--- config.mk ---
export PLATFORM = sky130hd
export DESIGN_NAME = lcd_sequencer
export DESIGN_NICKNAME = d
export VERILOG_FILES = /design/src/rtl/lcd_pkg.sv /design/src/rtl/lcd_fmark_sync.sv /design/src/rtl/lcd_sequencer.sv
export SDC_FILE = /design/constraint.sdc
export NUM_CORES = 1
export LEC_CHECK = 0
export CAP_MARGIN = 20
export CELL_PAD_IN_SITES_DETAIL_PLACEMENT = 0
export CELL_PAD_IN_SITES_GLOBAL_PLACEMENT = 2
export CORE_MARGIN = 5
export CORE_UTILIZATION = 28
export DETAILED_ROUTE_END_ITERATION = 16
export GPL_TIMING_DRIVEN = 0
export PLACE_DENSITY = 0.78
export SYNTH_ARGS = -nofsm -noshare
export SYNTH_HDL_FRONTEND = slang
export SYNTH_SLANG_ARGS = --single-unit
--- constraint.sdc ---
create_clock -name i_clk -period 1.8 [get_ports i_clk]
set_input_delay 0.18 -clock i_clk [delete_from_list [all_inputs] [get_ports i_clk]]
set_output_delay 0.18 -clock i_clk [all_outputs]
set_load 0.005 [all_outputs]
--- src/rtl/lcd_pkg.sv ---
// Shared definitions for the LCD sequencer: FSM state encoding, default
// panel timing and the 8080 register-select encoding.
package lcd_pkg;

    typedef enum logic [2:0] {
        RST_HOLD = 3'd0,
        RST_WAKE = 3'd1,
        IDLE     = 3'd2,
        WR_LO    = 3'd3,
        WR_HI    = 3'd4
    } lcd_state_e;

    // Default timing, in clock cycles
    localparam int DEF_RESET_CYCLES = 480000;
    localparam int DEF_WAKE_CYCLES  = 5760000;
    localparam int DEF_WR_LOW       = 2;
    localparam int DEF_WR_HIGH      = 2;

    // Register-select encoding on the write bus
    localparam logic RS_CMD  = 1'b0;
    localparam logic RS_DATA = 1'b1;

    // Largest of four delays, used to size the shared delay counter
    function automatic int max_of4(input int a, input int b, input int c, input int d);
        int m;
        m = a;
        if (b > m) m = b;
        if (c > m) m = c;
        if (d > m) m = d;
        return m;
    endfunction

endpackage

--- src/rtl/lcd_fmark_sync.sv ---
// Brings the panel's asynchronous tearing-effect signal into the clock domain
// and produces a one-cycle pulse on each synchronized rising edge.
module lcd_fmark_sync (
    input  logic i_clk,
    input  logic i_reset_n,
    input  logic i_fmark,
    output logic o_rise
);

    logic sync_q1;
    logic sync_q2;
    logic sync_q3;

    // Two metastability flops followed by one history flop for edge detection
    always_ff @(posedge i_clk or negedge i_reset_n) begin
        if (!i_reset_n) begin
            sync_q1 <= 1'b0;
            sync_q2 <= 1'b0;
            sync_q3 <= 1'b0;
        end else begin
            sync_q1 <= i_fmark;
            sync_q2 <= sync_q1;
            sync_q3 <= sync_q2;
        end
    end

    assign o_rise = sync_q2 & ~sync_q3;

endmodule

--- src/rtl/lcd_sequencer.sv ---
// 8080-style LCD write sequencer. Runs the panel reset/wake sequence, then
// arbitrates a host command stream and a frame-synchronized pixel stream onto
// the write bus, one byte per WR_LO/WR_HI strobe.
//
// Handshake: a byte is transferred on a rising clock edge where valid and
// ready are both 1; ready never depends on the transfer having happened,
// and valid/data must be held until that edge.
module lcd_sequencer
    import lcd_pkg::*;
#(
    parameter int RESET_CYCLES = DEF_RESET_CYCLES,
    parameter int WAKE_CYCLES  = DEF_WAKE_CYCLES,
    parameter int WR_LOW       = DEF_WR_LOW,
    parameter int WR_HIGH      = DEF_WR_HIGH
) (
    input  logic       i_clk,
    input  logic       i_reset_n,
    input  logic       i_soft_reset,
    input  logic       i_cmd_valid,
    input  logic       i_cmd_rs,
    input  logic [7:0] i_cmd_data,
    output logic       o_cmd_ready,
    input  logic       i_pix_valid,
    input  logic [7:0] i_pix_data,
    input  logic       i_pix_last,
    output logic       o_pix_ready,
    input  logic       i_lcd_fmark,
    output logic       o_lcd_wr,
    output logic       o_lcd_rs,
    output logic [7:0] o_lcd_data,
    output logic       o_lcd_reset_inverted,
    output logic       o_lcd_cs_inverted,
    output logic       o_init_done,
    output logic       o_fmark_missed,
    output lcd_state_e o_dbg_state,
    output logic       o_dbg_frame_pending
);

    localparam int CNT_MAX = max_of4(RESET_CYCLES, WAKE_CYCLES, WR_LOW, WR_HIGH);
    localparam int CNT_W   = (CNT_MAX > 1) ? $clog2(CNT_MAX) : 1;

    // Last count value of each timed state
    localparam logic [CNT_W-1:0] RESET_LAST   = CNT_W'(RESET_CYCLES - 1);
    localparam logic [CNT_W-1:0] WAKE_LAST    = CNT_W'(WAKE_CYCLES - 1);
    localparam logic [CNT_W-1:0] WR_LOW_LAST  = CNT_W'(WR_LOW - 1);
    localparam logic [CNT_W-1:0] WR_HIGH_LAST = CNT_W'(WR_HIGH - 1);

    lcd_state_e       state_q;
    lcd_state_e       state_d;
    logic [CNT_W-1:0] cnt_q;
    logic             cmd_ready;
    logic             pix_ready;
    logic             soft_take;
    logic             cmd_acc;
    logic             pix_acc;
    logic             burst_start;
    logic             fm_rise;
    logic             pend_q;
    logic             burst_q;
    logic             missed_q;
    logic             rs_q;
    logic [7:0]       data_q;

    lcd_fmark_sync u_fmark_sync (
        .i_clk     (i_clk),
        .i_reset_n (i_reset_n),
        .i_fmark   (i_lcd_fmark),
        .o_rise    (fm_rise)
    );

    // State register
    always_ff @(posedge i_clk or negedge i_reset_n) begin
        if (!i_reset_n) begin
            state_q <= RST_HOLD;
        end else begin
            state_q <= state_d;
        end
    end

    // Next state and port grants; a soft reset in IDLE wins over any grant
    always_comb begin
        state_d   = state_q;
        cmd_ready = 1'b0;
        pix_ready = 1'b0;
        soft_take = 1'b0;
        case (state_q)
            RST_HOLD: if (cnt_q == RESET_LAST) state_d = RST_WAKE;
            RST_WAKE: if (cnt_q == WAKE_LAST) state_d = IDLE;
            IDLE: begin
                if (i_soft_reset) begin
                    soft_take = 1'b1;
                    state_d   = RST_HOLD;
                end else begin
                    if (burst_q) begin
                        pix_ready = 1'b1;
                    end else if (!i_cmd_valid && pend_q) begin
                        pix_ready = 1'b1;
                    end else begin
                        cmd_ready = 1'b1;
                    end
                    if ((cmd_ready && i_cmd_valid) || (pix_ready && i_pix_valid)) begin
                        state_d = WR_LO;
                    end
                end
            end
            WR_LO: if (cnt_q == WR_LOW_LAST) state_d = WR_HI;
            WR_HI: if (cnt_q == WR_HIGH_LAST) state_d = IDLE;
            default: state_d = RST_HOLD;
        endcase
    end

    assign cmd_acc     = cmd_ready & i_cmd_valid;
    assign pix_acc     = pix_ready & i_pix_valid;
    assign burst_start = pix_acc & ~burst_q;

    // Delay counter restarts from zero on every state entry; parked in IDLE
    always_ff @(posedge i_clk or negedge i_reset_n) begin
        if (!i_reset_n) begin
            cnt_q <= '0;
        end else if ((state_d != state_q) || (state_q == IDLE)) begin
            cnt_q <= '0;
        end else begin
            cnt_q <= cnt_q + 1'b1;
        end
    end

    // Latch the accepted byte; it stays on the bus until the next acceptance
    always_ff @(posedge i_clk or negedge i_reset_n) begin
        if (!i_reset_n) begin
            rs_q   <= RS_CMD;
            data_q <= 8'h00;
        end else if (cmd_acc) begin
            rs_q   <= i_cmd_rs;
            data_q <= i_cmd_data;
        end else if (pix_acc) begin
            rs_q   <= RS_DATA;
            data_q <= i_pix_data;
        end
    end

    // Frame slot bookkeeping: pending frame, active burst and miss pulse.
    // An edge landing on the burst-start acceptance re-arms pending silently.
    always_ff @(posedge i_clk or negedge i_reset_n) begin
        if (!i_reset_n) begin
            pend_q   <= 1'b0;
            burst_q  <= 1'b0;
            missed_q <= 1'b0;
        end else begin
            missed_q <= fm_rise & (burst_q | (pend_q & ~burst_start));
            if (soft_take) begin
                pend_q  <= 1'b0;
                burst_q <= 1'b0;
            end else begin
                if (fm_rise) begin
                    pend_q <= 1'b1;
                end else if (burst_start) begin
                    pend_q <= 1'b0;
                end
                if (pix_acc) begin
                    burst_q <= ~i_pix_last;
                end
            end
        end
    end

    assign o_cmd_ready          = cmd_ready;
    assign o_pix_ready          = pix_ready;
    assign o_lcd_wr             = (state_q != WR_LO);
    assign o_lcd_rs             = rs_q;
    assign o_lcd_data           = data_q;
    assign o_lcd_reset_inverted = (state_q == RST_HOLD);
    assign o_init_done          = (state_q == IDLE) || (state_q == WR_LO) || (state_q == WR_HI);
    assign o_lcd_cs_inverted    = o_init_done;
    assign o_fmark_missed       = missed_q;
    assign o_dbg_state          = state_q;
    assign o_dbg_frame_pending  = pend_q;

endmodule

==> implementation parameters <==
Parameter                              Value

Floorplan
  Die footprint    9560 sq um
  Starting Density    0.284
  Total number of placement rows    32
  I/O pin total    between 40 and 50
  Floorplan core area    approximately 7600 sq um
  Vertical die dimension    97.8 microns
  Die W    between 90 and 100 microns

Logic synthesis
  Async SR Flop Fraction    1.00
  Library cells used by synthesis    39
  Net count after synthesis    249
  Share of the synthesized netlist area taken by xor and xnor gates    0.0853
  Synthesized-area fraction occupied by adder cells    0.0116
  Share of synthesized cell area in and, or, nand and nor gates    0.209
  Sequential fraction of the synthesis area    0.476
  Syn avg cell area    approximately 9.7 sq um
  Post-Syn Area    about 2200 sq um
  Most used flip-flop cell after synthesis    sky130_fd_sc_hd__dfrtp_1
  Mapped Cells    223
  Largest family of logic cells by synthesized area    simple AND/OR/NAND/NOR gates
  Multiplexer area fraction after synthesis    0.0371
  Total number of yosys warnings    0
  Yosys reg bits    41
  Complex-gate fraction of the synthesized area    0.126
  Count of flip-flops with a built-in enable after synthesis    0

STA
  Fin crit period    approximately 2200 ps
  Slew Limit Headroom    0.610
  Setup-violating endpoint count in the final report    26
  Maximum clock rate    between 400 and 500 MHz
  Actual slew at the worst max-slew pin    576 ps
  Fin. max-slew vios    0
  Final worst setup slack    -361 ps
  Final hold violation count    0
  Post-route clock period utilization    1.20
  Setup repair after global routing missed its margin    yes
  Setup skew after layout    a little under 10 ps

Drt
  Met1 wire length    approximately 2900 microns
  Routed length on met2    3080 microns
  Detail-routed via count per cell    4.82
  DRT iter0 DRCs    95
  Total number of vias    1949
  Met3 Wirelength    ~130 microns
  Mean routed wirelength per cell    15.3 microns
  WL final    6180 microns
  Detailed-route DRC error count    0
  Top layer used by detailed routing    met4
  Post-detailed-route count of antenna-violating nets    0
  First-pass detailed-route iteration total    4

Status
  Result of the run    finished, violations left
  Violated checks    negative setup slack

Placement
  Routability congestion estimate    0.755
  Detail Placement HPWL    4100 microns
  Number of placed cells counting well taps    369
  Number of buffer cells added on primary ports    43
  Setup WS pre-CTS    -567 ps
  Placement-stage cell area    between 2000 and 3000 sq um

Global routing
  Total global routing overflow    0
  Wire length of the first global-routing pass    slightly above 10000 microns
  Maximum number of pins on one net before global-route repair    29
  Number of global-route vias before repair    1953
  Global routing usage summed across all routing layers    0.130
  Number of antenna violations at the first check in global routing    0

Hold path
  Hold Path Class    in2reg
  Worst hold path startpoint    i_lcd_fmark

Clocking
  Clock root buffer    sky130_fd_sc_hd__clkbuf_8
  Clock slew at the register clock pins of the worst setup and hold paths    80 ps
  Number of sinks on the clock net    41
  Insertion delay of the later-clocked pin in the worst-skew pair    about 300 ps
  TritonCTS clock tree    yes
  Number of buffers inserted during clock tree synthesis    5
  Clock H-tree levels    2
  Largest buffer count on any clock path    2

Finish
  Antenna Cells    0
  Relative area change from synthesis to final layout    49.7%
  # fillers    751
  Post-route cell area    between 3000 and 4000 sq um
  Count of placed standard cells in the final layout, fillers left out    404
  Most common cell after layout, fill and taps aside    sky130_fd_sc_hd__dfrtp_1
  Share of post-route cells with drive strength above 1    0.275
  Post-layout nets    about 330
  Highest-count cells in the layout ignoring fill and taps    sky130_fd_sc_hd__dfrtp_1 (39), sky130_fd_sc_hd__clkdlybuf4s50_1 (37), sky130_fd_sc_hd__nand2_1 (18), sky130_fd_sc_hd__buf_4 (18)

Setup path
  Worst setup path category    reg2reg
  Endpoint arrival time on the critical path    2340 ps
  Data required time at the worst endpoint    ~2000 ps
  Critical path peak fanout    5
  Worst setup EP type    flop
  Startpoint of the most critical setup path    cnt_q[20]$_DFF_PN0_
  Critical R2R Launch    cnt_q[20]$_DFF_PN0_
  Launching element type of the critical path    flop

Power
  Worst IR Drop VDD    around 360 uV
  Cell area power density    approximately 1300 nW/um^2
  Static Leak    approximately 1.4 nW
  Total Power    about 4.1 mW

Job
  Max-cap viol count    0
## final cells by class
cell class | count | area [sq um] | area share
inverter | 9 | 36.3 | 0.0112
sequential | 41 | 1030 | 0.318
timing repair buffer | 72 | 683 | 0.212
multi-input combinational | 160 | 1160 | 0.359
buffer | 12 | 92.6 | 0.0287
clock inverter | 1 | 5.00 | 0.00155
tap | 102 | 128 | 0.0395
clock buffer | 7 | 96.3 | 0.0298
## kinds of logic after synthesis
kind of cell	count (synthesis)
AO/OA/AOI/OAI	47
XOR/XNOR	21
adder cells (fa/ha/maj)	2
buffers and inverters	22
flip-flops	41
multiplexers	8
AND/OR/NAND/NOR	82
## sequential cells by signal (all words and copies together), names as in the netlist
signal and flops:
cnt_q 23, o_lcd_data 8, o_dbg_state 3, burst_q 1
o_dbg_frame_pending 1, o_fmark_missed 1, o_lcd_rs 1, u_fmark_sync.sync_q1 1
u_fmark_sync.sync_q2 1, u_fmark_sync.sync_q3 1
## routing by layer
layer	vias to the layer above	global-route usage
met5	-	0
met4	0	0.0447
met3	9	0.0186
met2	24	0.221
met1	973	0.170
li1	943	-
## worst paths after layout
path | slack, ps | cells after the start | end
worst max-delay path | -360 | 7 | cnt_q[16]$_DFF_PN0_
worst min-delay path | 310 | 1 | u_fmark_sync.sync_q1$_DFF_PN0_
worst max register to register | -360 | 7 | cnt_q[16]$_DFF_PN0_
worst min register to register | 350 | 0 | u_fmark_sync.sync_q2$_DFF_PN0_
max in group asynchronous | 1010 | 3 | cnt_q[11]$_DFF_PN0_
min in group asynchronous | 320 | 2 | o_dbg_frame_pending$_DFFE_PN0P_
## timing repair
action,CTS,global route
cloned,4,0
gates resized for setup,37,25
setup endpoints to repair,44,38
hold endpoints to repair,13,0
hold buffers,1,0
setup buffers,20,6
pin swaps,7,11
## report_power, final
group,switching [mW],internal (mW),leakage (nW),total (mW)
sequential,0.159,1.10,0.538,1.26
clock,0.325,0.347,0.0542,0.672
combinational,1.00,1.18,0.776,2.19
total,1.49,2.64,1.37,4.12
## cell usage after synthesis (all sizes together), types with 2 or more instances
| master | n | share of area |
|---|---|---|
| mux2i | 8 | 0.037 |
| or4 | 2 | 0.0087 |
| and3 | 4 | 0.012 |
| nor2b | 2 | 0.0058 |
| nand3 | 13 | 0.032 |
| nand4 | 7 | 0.023 |
| or3b | 2 | 0.0081 |
| ha | 2 | 0.012 |
| inv | 9 | 0.016 |
| nor2 | 14 | 0.024 |
| a21oi | 27 | 0.064 |
| nor4 | 6 | 0.023 |
| o211ai | 3 | 0.015 |
| nand2 | 18 | 0.031 |
| xnor2 | 13 | 0.053 |
| nor3 | 7 | 0.016 |
| dfrtp | 41 | 0.48 |
| o21ai | 11 | 0.026 |
| clkbuf | 6 | 0.010 |
| a31oi | 2 | 0.0058 |
| buf | 7 | 0.029 |
| xor2 | 8 | 0.032 |
| nor4b | 2 | 0.0081 |
| nand2b | 3 | 0.0087 |
## worst max-delay path, stage by stage (launching register included)
cell,delay [ps]
sky130_fd_sc_hd__dfrtp_1,400
sky130_fd_sc_hd__or4_4,570
sky130_fd_sc_hd__nor4_4,280
sky130_fd_sc_hd__nand4_4,180
sky130_fd_sc_hd__o211ai_4,250
sky130_fd_sc_hd__buf_6,180
sky130_fd_sc_hd__buf_6,130
sky130_fd_sc_hd__a21oi_1,60
## per-stage QoR
step	util	hold slack (ps)	TNS [ps]
floorplan	-	-116	-4630
detailed placement	0.363	114	-17590
global route	0.425	325	-11030
CTS	0.412	310	-8460
global placement	0.361	332	-44990
finish	0.425	314	-8810
Power figures use the tool's default switching activity.
==> patch 1: new RTL, config.mk and constraints unchanged <==
Change the package constant `DEF_WAKE_CYCLES` from 5760000 to 11520000.
--- a/src/rtl/lcd_pkg.sv
+++ b/src/rtl/lcd_pkg.sv
@@ -13,5 +13,5 @@
     // Default timing, in clock cycles
     localparam int DEF_RESET_CYCLES = 480000;
-    localparam int DEF_WAKE_CYCLES  = 5760000;
+    localparam int DEF_WAKE_CYCLES  = 11520000;
     localparam int DEF_WR_LOW       = 2;
     localparam int DEF_WR_HIGH      = 2;
Behaviour: same outputs for any inputs over 10 cycles, from zero or initial values and one cycle with i_reset_n low; that may be too few to reach the edited logic, so the function may still have changed.
==> patch 1 against the unedited design <==
The flow still finishes with violations (negative setup slack). Core utilization is 3.5 points higher. Synthesized area is 4.3% higher. Wire length is 12% higher. Final area is 11% higher. Setup slack better by 0.042 ns. Critical path depth is 1 lower. Sequential cell count is 1 higher. Synthesized cell count is 4.9% higher.
Power is not compared: it rests on default switching activity, and its combinational part moved more than twofold at a synthesized area within 25%.
==> patch 1: results (changes against the unedited design) <==
post-synthesis mux area share -> 0.0400 (+0.00292)
Synth Area in XOR/XNOR -> 0.0857 (+0.000384)
CP arrival -> 2.31 ns (-0.03 ns)
final antenna-violating net count -> 0 (unchanged)
compound-cell area share of the yosys netlist -> 0.0901 (-0.0358)
Yosys cell types -> 45 (+15%)
Hold Crit Class -> primary input to async pin
part of the Yosys area used for sequential elements -> 0.467 (-0.00845)
Layout fillers -> 771 (+2.7%)
fin worst setup slack -> -0.319 ns (+0.0423 ns)
WHS -> 0.275 ns (-0.0388 ns)
Top FF cell, synth -> dfrtp_1
via count -> 2126 (+9.1%)
crit path max fanout -> 5 (unchanged)
ANT cells -> 0 (unchanged)
# setup viols final -> 37 (+42%)
top post-synthesis cells by area -> dfrtp_1 47%, nor2_1 6.2%, xnor2_1 5.5%
status -> finished with violations
Synth Area in Adders -> 0.0111 (-0.000477)
clock-pin transition on the worst setup and hold timing paths -> 0.08 ns (about the same)
# placed instances -> 380 (+3.0%)
htree depth -> 2 (unchanged)
Routed met2 length -> 3310 µm (+7.4%)
inverters -> 8 (-1)
Final Non-Filler Cells -> 428 (+5.9%)
gpl congestion -> 0.777 (+2.8%)
DP Area -> 2880 µm² (+4.2%)
Layout non-clock buf frac -> 0.242 (+0.00198)
clock skew -> 0.00989 ns (+0.0000931 ns)
comb_multi_in -> 176 (+10%)
largest net degree at the start of global routing -> 37 (+28%)
global-route wire length before repair -> 11200 µm (+11%)
syn_nets -> 260 (+4.4%)
routed wire length per instance -> 16.2 µm (+5.9%)
nonclk buf count -> 92 (+9.5%)
dpl hpwl -> 4290 µm (+4.7%)
top sig layer -> met4
Post-Place Setup Slack -> -0.773 ns (-0.206 ns)
synth cell count leaders -> 42 x dfrtp_1, 37 x nor2_1, 20 x nand2_1
Yosys reg bits -> 42 (+2.4%)
clock network share of area -> 0.0298 (-0.00159)
all-layer global routing usage -> 0.142 (+0.0118)
max reg flops -> 24 (+4.3%)
failing checks -> negative setup slack
Initial DRC Count -> 53 (-44%)
DR pass1 iterations -> 4 (unchanged)
Metal-1 WL -> 3140 µm (+9.5%)
initial antenna violation count -> 0 (unchanged)
Slew Limit Headroom -> 0.722 (+0.111)
Setup crit start -> cnt_q[20]
register area -> 1060 µm² (+3.0%)
Reg with most FFs -> cnt_q
fraction of layout cells with a size suffix above 1 -> 0.344 (+0.0687)
WL met3 -> 416 µm (+230%)
Avg Inst Size Synth -> 9.61 µm² (-0.61%)
die area -> 9930 µm² (+3.9%)
Final #Nets -> 351 (+7.3%)
area occupied by multi-input gates -> 1380 µm² (+19%)
## patch 1: cell types whose count changed after synthesis, sizes merged, moves of 3 or more
cell    unedited run  this run
and3               4         0
nor2              14        37
o211ai             3         0
nor4               6         9
nor3b              0         8
o21ai             11         4
nand3             13         7
a21oi             27        11
## patch 1: worst max-delay path: cells and delay by family, from the launching register on
kind	cells	cell delay [ns]
AOI/OAI and AO/OA	2	0.70
and+or+nand+nor	2	0.62
DFF	1	0.39
buffers and inverters	2	0.29
## patch 1: power groups by stage
stage	Clock (mW)	Combinational, mW	Sequential [mW]
after detailed placement	0	0.0915	0.967
final	0.744	0.0928	0.948
after CTS	0.767	0.0946	0.948
after global routing	0.812	0.102	0.949
after global placement	0	0.0868	0.967
after floorplan	0	0.0107	0.967
## patch 1: timing repair
| action | 4_1_cts | 5_1_grt |
|---|---|---|
| setup buffers | 32 | 10 |
| cloned | 4 | 0 |
| hold buffers | 1 | 0 |
| pin swaps | 23 | 15 |
| setup endpoints to repair | 42 | 41 |
| endpoints found under the hold margin | 41 | 0 |
| resized for setup | 60 | 23 |
## patch 1: stage by stage
stage	setup TNS [ns]	power (mW)
floorplan	-5.04	0.978
global placement	-47.68	1.05
detailed placement	-18.48	1.06
CTS	-8.37	1.81
global route	-9.75	1.86
finish	-7.63	1.79
## patch 1: final timing paths
| path | to | cells after the start |
|---|---|---|
| min | o_lcd_data[4] | 2 |
| max reg2reg | cnt_q[1] | 6 |
| min in group i_clk | u_fmark_sync.sync_q1 | 1 |
| min reg2reg | u_fmark_sync.sync_q2 | 0 |
| max in group asynchronous | cnt_q[10] | 3 |
| max | cnt_q[1] | 6 |
## patch 1: routing by layer
layer / vias up / GRT usage
li1: 1018 / -
met1: 1044 / 0.185
met2: 59 / 0.234
met3: 5 / 0.0407
met4: 0 / 0.0315
met5: - / 0
==> patch 2: new RTL, same settings <==
Without the edit above. Make the reset (`i_reset_n`) synchronous in 5 clocked blocks. Comments in the files are not updated.
--- a/src/rtl/lcd_fmark_sync.sv
+++ b/src/rtl/lcd_fmark_sync.sv
@@ -13,5 +13,5 @@
 
     // Two metastability flops followed by one history flop for edge detection
-    always_ff @(posedge i_clk or negedge i_reset_n) begin
+    always_ff @(posedge i_clk) begin
         if (!i_reset_n) begin
             sync_q1 <= 1'b0;
--- a/src/rtl/lcd_sequencer.sv
+++ b/src/rtl/lcd_sequencer.sv
@@ -70,5 +70,5 @@
 
     // State register
-    always_ff @(posedge i_clk or negedge i_reset_n) begin
+    always_ff @(posedge i_clk) begin
         if (!i_reset_n) begin
             state_q <= RST_HOLD;
@@ -115,5 +115,5 @@
 
     // Delay counter restarts from zero on every state entry; parked in IDLE
-    always_ff @(posedge i_clk or negedge i_reset_n) begin
+    always_ff @(posedge i_clk) begin
         if (!i_reset_n) begin
             cnt_q <= '0;
@@ -126,5 +126,5 @@
 
     // Latch the accepted byte; it stays on the bus until the next acceptance
-    always_ff @(posedge i_clk or negedge i_reset_n) begin
+    always_ff @(posedge i_clk) begin
         if (!i_reset_n) begin
             rs_q   <= RS_CMD;
@@ -141,5 +141,5 @@
     // Frame slot bookkeeping: pending frame, active burst and miss pulse.
     // An edge landing on the burst-start acceptance re-arms pending silently.
-    always_ff @(posedge i_clk or negedge i_reset_n) begin
+    always_ff @(posedge i_clk) begin
         if (!i_reset_n) begin
             pend_q   <= 1'b0;
Behaviour: differs if i_reset_n is asserted again (counterexample within 4 cycles, from zero or initial values and one cycle with i_reset_n low); with i_reset_n held inactive, the same outputs for 10 cycles.
==> patch 2 against the unedited design <==
The run still ends with negative setup slack left. Sequential cell count stayed put. Synthesized cell count is 3.1% higher. Final area is 7.8% lower. Via count is 6.2% lower. Critical path depth is 1 lower. Die area is 5.9% lower. Wire length is 14% lower. Setup slack better by 0.054 ns. Critical path type unchanged. Synthesized area is 6.6% lower.
Power is not compared: it rests on default switching activity, and its combinational part moved more than twofold at a synthesized area within 25%.
==> patch 2: results (changes against the unedited design) <==
status -> finished with violations
failing checks -> negative setup slack
ANT cells -> 0 (unchanged)
Hold Crit Class -> primary input to register
Initial DRC Count -> 32 (-66%)
met1 Track Usage GR -> 0.148 (-0.0222)
fin worst setup slack -> -0.307 ns (+0.0536 ns)
gpl congestion -> 0.766 (+1.4%)
cell area power density -> 621 nW/µm²
crit path max fanout -> 6 (+1)
critical path type -> register to register
R2R depth -> 6 (-1)
global-route wire length before repair -> 8500 µm (-16%)
all-layer global routing usage -> 0.118 (-0.0121)
reg-to-reg startpoint -> cnt_q[10]
part of the Yosys area used for sequential elements -> 0.407 (-0.0684)
design area -> 2980 µm² (-7.8%)
Slew Limit Headroom -> 0.636 (+0.0255)
I/O Buffers -> 42 (-2.3%)
Setup Total Neg Slack -> -6.12 ns (+2.69 ns)
syn_nets -> 256 (+2.8%)
Post-Place Setup Slack -> -0.572 ns (-0.00562 ns)
met2 Use GR -> 0.198 (-0.0224)
clock skew -> 0.0177 ns (+0.00787 ns)
CP arrival -> 2.30 ns (-0.04 ns)
# placed instances -> 372 (+0.81%)
RR Endpoint -> cnt_q[16]
Setup crit start -> cnt_q[10]
ys async rst share -> 0 (-1.00)
Via density -> 4.62 (-4.3%)
synth cell count leaders -> 41 x dfxtp_1, 33 x nor2_1, 20 x nand3_1
Root Driver -> clkbuf_8
core region area -> 7140 µm² (-6.2%)
cell internal pwr -> 1.45 mW
# setup viols final -> 30 (+15%)
max reg flops -> 23 (unchanged)
synth warn -> 0 (unchanged)
clock-pin transition on the worst setup and hold timing paths -> 0.09 ns
dpl hpwl -> 3630 µm (-11%)
largest net degree at the start of global routing -> 13 (-55%)
Max IR drop VDD -> 381 µV
fraction of layout cells with a size suffix above 1 -> 0.229 (-0.0459)
Reg with most FFs -> cnt_q
Final #Nets -> 322 (-1.5%)
Yosys cell types -> 41 (+5.1%)
Top FF cell, synth -> dfxtp_1
Max Root-Sink Buffers -> 2 (unchanged)
top post-synthesis cells by area -> dfxtp_1 41%, nor2_1 6.1%, nand3_1 5.0%
Layout fillers -> 758 (+0.93%)
DP Area -> 2600 µm² (-5.8%)
routed wire length per instance -> 13.4 µm (-12%)
Avg Inst Size Synth -> 8.76 µm² (-9.4%)
met3 Track Usage GR -> 0.0351 (+0.0165)
via count -> 1828 (-6.2%)
-- patch 2: routing by layer --
metal  vias to the layer above  part of all wire
met1                       841              0.48
met5                         -                 0
met3                         5             0.057
li1                        940                 -
met2                        42              0.46
met4                         0            0.0083
-- patch 2: cell families after synthesis --
family | Yosys count | share of synthesized area
XOR/XNOR | 21 | 0.0912
buffers and inverters | 15 | 0.0366
AND/OR/NAND/NOR | 115 | 0.299
multiplexers | 9 | 0.0447
AO/OA/AOI/OAI | 27 | 0.109
flip-flops | 41 | 0.407
adder cells (fa/ha/maj) | 2 | 0.0124
-- patch 2: worst min path at each step --
stage	startpoint	endpoint	slack (ns)	cells after the start
floorplan	i_lcd_fmark	u_fmark_sync.sync_q1	0.31	1
global placement	u_fmark_sync.sync_q1	u_fmark_sync.sync_q2	0.42	1
detailed placement	u_fmark_sync.sync_q1	u_fmark_sync.sync_q2	0.42	1
CTS	i_reset_n	o_dbg_state[0]	0.28	2
global route	i_reset_n	o_dbg_state[0]	0.30	2
finish	i_reset_n	o_dbg_state[0]	0.28	2
-- patch 2: final cells by class --
type | instances | share of cell area
multi-input combinational | 175 | 0.422
sequential | 41 | 0.280
timing repair buffer | 62 | 0.197
tap | 99 | 0.0416
clock buffer | 7 | 0.0290
buffer | 6 | 0.0139
clock inverter | 1 | 0.0101
inverter | 5 | 0.00631
-- patch 2: worst max-delay path, stage by stage, from the launching register on --
cell and delay [ns]:
dfxtp_4 0.36, or4_4 0.53, or4_4 0.45, o31ai_4 0.21, nand3b_4 0.24, clkbuf_16 0.18
nor2_2 0.04
-- patch 2: what timing repair did --
item,in CTS,in global routing
setup endpoints to repair,40,37
pin swaps,9,9
resized for setup,33,23
cloned,1,1
buffers inserted,13,5
hold buffers,0,0
